**config.mk**
```make
export PLATFORM = sky130hd
export DESIGN_NAME = gray_to_binary_seq
export DESIGN_NICKNAME = d
export VERILOG_FILES = /design/src/rtl/gray_to_binary_seq_pkg.sv /design/src/rtl/gray_to_binary_seq.sv
export SDC_FILE = /design/constraint.sdc
export NUM_CORES = 1
export LEC_CHECK = 0
export ABC_AREA = 1
export CAP_MARGIN = 15
export CORE_UTILIZATION = 42
export DETAILED_ROUTE_END_ITERATION = 7
export GPL_ROUTABILITY_DRIVEN = 1
export GPL_TIMING_DRIVEN = 0
export PLACE_DENSITY = 0.71
export SLEW_MARGIN = 0
export SYNTH_ARGS = -nofsm -noshare
export SYNTH_HDL_FRONTEND = slang
export SYNTH_SLANG_ARGS = --single-unit
```
**constraint.sdc**
```tcl
create_clock -name clk -period 1.3 [get_ports clk]
set_clock_uncertainty 0.2 [all_clocks]
set_input_delay 0.13 -clock clk [delete_from_list [all_inputs] [get_ports clk]]
set_output_delay 0.13 -clock clk [all_outputs]
set_load 0.01 [all_outputs]
```
**src/rtl/gray_to_binary_seq_pkg.sv**
```systemverilog
// Shared constants for the sequential Gray-to-binary decoder.
package gray_to_binary_seq_pkg;

  localparam int GRAY_WIDTH = 4;

  localparam logic [1:0] ST_IDLE = 2'd0;
  localparam logic [1:0] ST_CONV = 2'd1;
  localparam logic [1:0] ST_DONE = 2'd2;

endpackage

```
**src/rtl/gray_to_binary_seq.sv**
```systemverilog
// Sequential Gray-to-binary decoder: accepts one Gray word, walks an XOR
// chain MSB-first one bit per clock, then offers the binary result.
//
// state   | meaning
// --------+-----------------------------------------------------------
// ST_IDLE | waiting for a word, in_ready high
// ST_CONV | decoding bit idx; exactly WIDTH edges, inputs ignored
// ST_DONE | result held on binary with out_valid high until out_ready
module gray_to_binary_seq
  import gray_to_binary_seq_pkg::*;
#(
  parameter int WIDTH = GRAY_WIDTH
) (
  input  logic             clk,
  input  logic             rst_n,
  input  logic             in_valid,
  output logic             in_ready,
  input  logic [WIDTH-1:0] gray,
  output logic             out_valid,
  input  logic             out_ready,
  output logic [WIDTH-1:0] binary,
  output logic             busy
);

  localparam int CNT_W = $clog2(WIDTH);

  logic [1:0]       state;
  logic [WIDTH-1:0] gray_r;
  logic [CNT_W-1:0] idx;
  logic             prev;
  logic             bit_d;

  // Handshake outputs decode straight from the state register.
  assign in_ready  = (state == ST_IDLE);
  assign out_valid = (state == ST_DONE);
  assign busy      = (state != ST_IDLE);

  // Next binary bit: running XOR of all Gray bits from the MSB down to idx.
  assign bit_d = gray_r[idx] ^ prev;

  // FSM, index counter and bit-serial result register.
  always_ff @(posedge clk) begin
    if (!rst_n) begin
      state  <= ST_IDLE;
      gray_r <= '0;
      idx    <= '0;
      prev   <= 1'b0;
      binary <= '0;
    end else begin
      case (state)
        ST_IDLE: begin
          if (in_valid) begin
            gray_r <= gray;
            idx    <= CNT_W'(WIDTH - 1);
            prev   <= 1'b0;
            state  <= ST_CONV;
          end
        end
        ST_CONV: begin
          binary[idx] <= bit_d;
          prev        <= bit_d;
          // Terminal test on zero keeps idx from wrapping.
          if (idx == '0) begin
            state <= ST_DONE;
          end else begin
            idx <= idx - CNT_W'(1);
          end
        end
        ST_DONE: begin
          if (out_ready) begin
            state <= ST_IDLE;
          end
        end
        default: state <= ST_IDLE;
      endcase
    end
  end

endmodule
```
==> results.yml <==
drt:
  drtPass1Iterations: 3
  via_count: 625
  drt-total-wl_um: 1540
  viasPerCell: 4.92
  ant_nets: 0
  wire_per_inst_um: 12.1
  drc: 0
  drt_iter0_drc: 10
floorplan:
  start_util: 0.479
  num_rows: 13
  dieWidth_um: 41.5
  dieArea_mm2: 0.00172
  ioPinCount: 15
  coreArea_mm2: 0.00137
  die_h_um: 41.5
cts:
  cts.clk_slew.worst_paths_ns: 0.09
  clockRootBuffer: "clkbuf_4"
  cts_tree: "yes"
  cts.sinks: 13
  cts_max_level: 1
  clockBufferDepth: 2
  ctsHoldBuffers: 0
  cts_buffers: 3
  clkLatencyLatePin_ns: 0.29
logic_synthesis:
  yosysUniqueCellTypes: 17
  ys_seq_area_frac: 0.398
  synth.largest_area_cell: "dfxtp_1"
  yosys_register_bits: 13
  syn-num-nets: 101
  synthTopCellsByCount: "dfxtp_1 (13), inv_1 (13), nor2_1 (13)"
  ys_dominant_reg_cell: "dfxtp_1"
  synth_top_area_frac: 0.398
  async_flop_share: 0
  yosys_warnings: 0
  syn_avg_cell_area_um2: 7.35
  synth_area_leaders: "dfxtp_1 (40%), ha_1 (7.6%), inv_1 (7.5%), nor2_1 (7.5%), nand2_1 (6.9%)"
  synth_edf_count: 0
  synth_area_um2: 654
  syn_inst: 89
setup_path:
  rr_worst_depth: 4
  endpoint_kind: "flop"
  worstPathRequired_ns: 1.27
  crit_fanout: 4
  startpoint: "idx[1]"
  start_kind: "flop"
  reg2reg_from: "idx[1]"
  reg2reg_to: "idx[0]"
  crit_path_end: "idx[0]"
  r2r_slack_ns: -0.01
  crit_arrival_ns: 1.28
  crit_type: "reg -> reg"
global_routing:
  grt_usage: 0.172
  grt_overflow_total: 0
  grt_pass1_wl_um: 2310
  grt_max_degree: 11
  grt_pass1_vias: 557
  antenna_found_initial: 0
place:
  gp_congestion: 0.841
  io_buffers: 14
  dp_hpwl_um: 912
  dp.cells: 118
  dpl-instance-area_um2: 815
final_layout:
  nets: 125
  design_area_um2: 995
  insertedDiodeCount: 0
  drive_gt1_frac: 0.429
  final_cell_count_no_fill: 127
  syn_to_final_growth_pct: 52.0
  utilization: 0.728
status:
  status: "finished, violations left"
  violations: "setup timing"
sta:
  post-route-period-util: 1.01
  fmax_ghz: 0.762
  drv_slew: 0
  tightest_slew_ns: 0.288
  fin_ws_ns: -0.0132
  tns_ns: -0.0132
  final.min_clock_period_ns: 1.31
  rsz0062_at_grt: "yes"
  hold_viol_final: 0
  setup-violations-final: 1
  max_slew_margin: 0.807
min_path:
  min-delay-start: "rst_n"
  hold_depth: 3
  hp-class: "in -> reg"
power_and_ir_drop:
  irDropWorstVdd_mv: 0.734
  power.leakage_nw: 0.459
  power_density_mw_per_mm2: 1120
  power_mw: 1.12
flow_run:
  drv_cap: 0
## metal layers
layer | vias up | share of wire | GRT usage
met3 | 5 | 0.034 | 0.0304
li1 | 322 | - | -
met4 | 0 | 0.025 | 0.0968
met2 | 11 | 0.49 | 0.266
met1 | 287 | 0.45 | 0.223
met5 | - | 0 | 0
## sequential cells by signal, indices dropped and copies added, names as in the netlist
name,count
state,2
binary,4
gray_r,4
idx,2
prev,1
## critical path, stage by stage (launching register included)
cell	delay [ns]
dfxtp_4	0.41
inv_4	0.07
ha_4	0.17
o31ai_1	0.30
a21oi_2	0.05
## metrics by stage
step	setup slack [ns]	hold slack (ns)
floorplan	0.00986	0.0650
CTS	0.00184	0.257
global route	-0.0463	0.284
detailed placement	-0.242	0.282
global placement	-0.242	0.267
finish	-0.0132	0.257
## layout make-up
| class | count | area (um^2) |
|---|---|---|
| Multi-Input combinational cell | 58 | 437 |
| Fill cell | 100 | 372 |
| Buffer | 1 | 5.00 |
| Inverter | 17 | 73.8 |
| Timing Repair Buffer | 19 | 161 |
| Sequential cell | 13 | 273 |
| Tap cell | 15 | 18.8 |
| Clock buffer | 4 | 26.3 |
## layout by cell type (no fill, tap or decap), drive strengths merged
| master | instances |
|---|---|
| nand3 | 9 |
| nor2 | 15 |
| buf | 8 |
| ha | 4 |
| nor3 | 1 |
| o31ai | 1 |
| inv | 17 |
| o21ai | 4 |
| clkbuf | 5 |
| a21oi | 4 |
| clkdlybuf4s50 | 7 |
| nand2 | 15 |
| dlygate4sd2 | 4 |
| o21a | 5 |
| dfxtp | 13 |
## how the worst min path moves through the flow
stage,endpoint,slack [ns]
floorplan,state[0],0.07
global placement,gray_r[0],0.27
detailed placement,gray_r[1],0.28
CTS,state[0],0.26
global route,state[0],0.28
finish,state[0],0.26
## where the power goes
group	total (mW)	internal (mW)	switching (mW)
sequential	0.485	0.439	0.0454
combinational	0.365	0.161	0.204
clock	0.267	0.119	0.147
## timing repair
item	4_1_cts	5_1_grt
pin swaps	3	7
endpoints found under the setup margin	15	12
endpoints found under the hold margin	0	0
resized for setup	34	21
setup buffers	3	2
## logic make-up after synthesis
group	count (synthesis)	synth area share
AO/OA/AOI/OAI	14	0.147
adder cells (fa/ha/maj)	4	0.0765
buffers and inverters	18	0.103
flip-flops	13	0.398
AND/OR/NAND/NOR	40	0.275
Power figures use the tool's default switching activity.
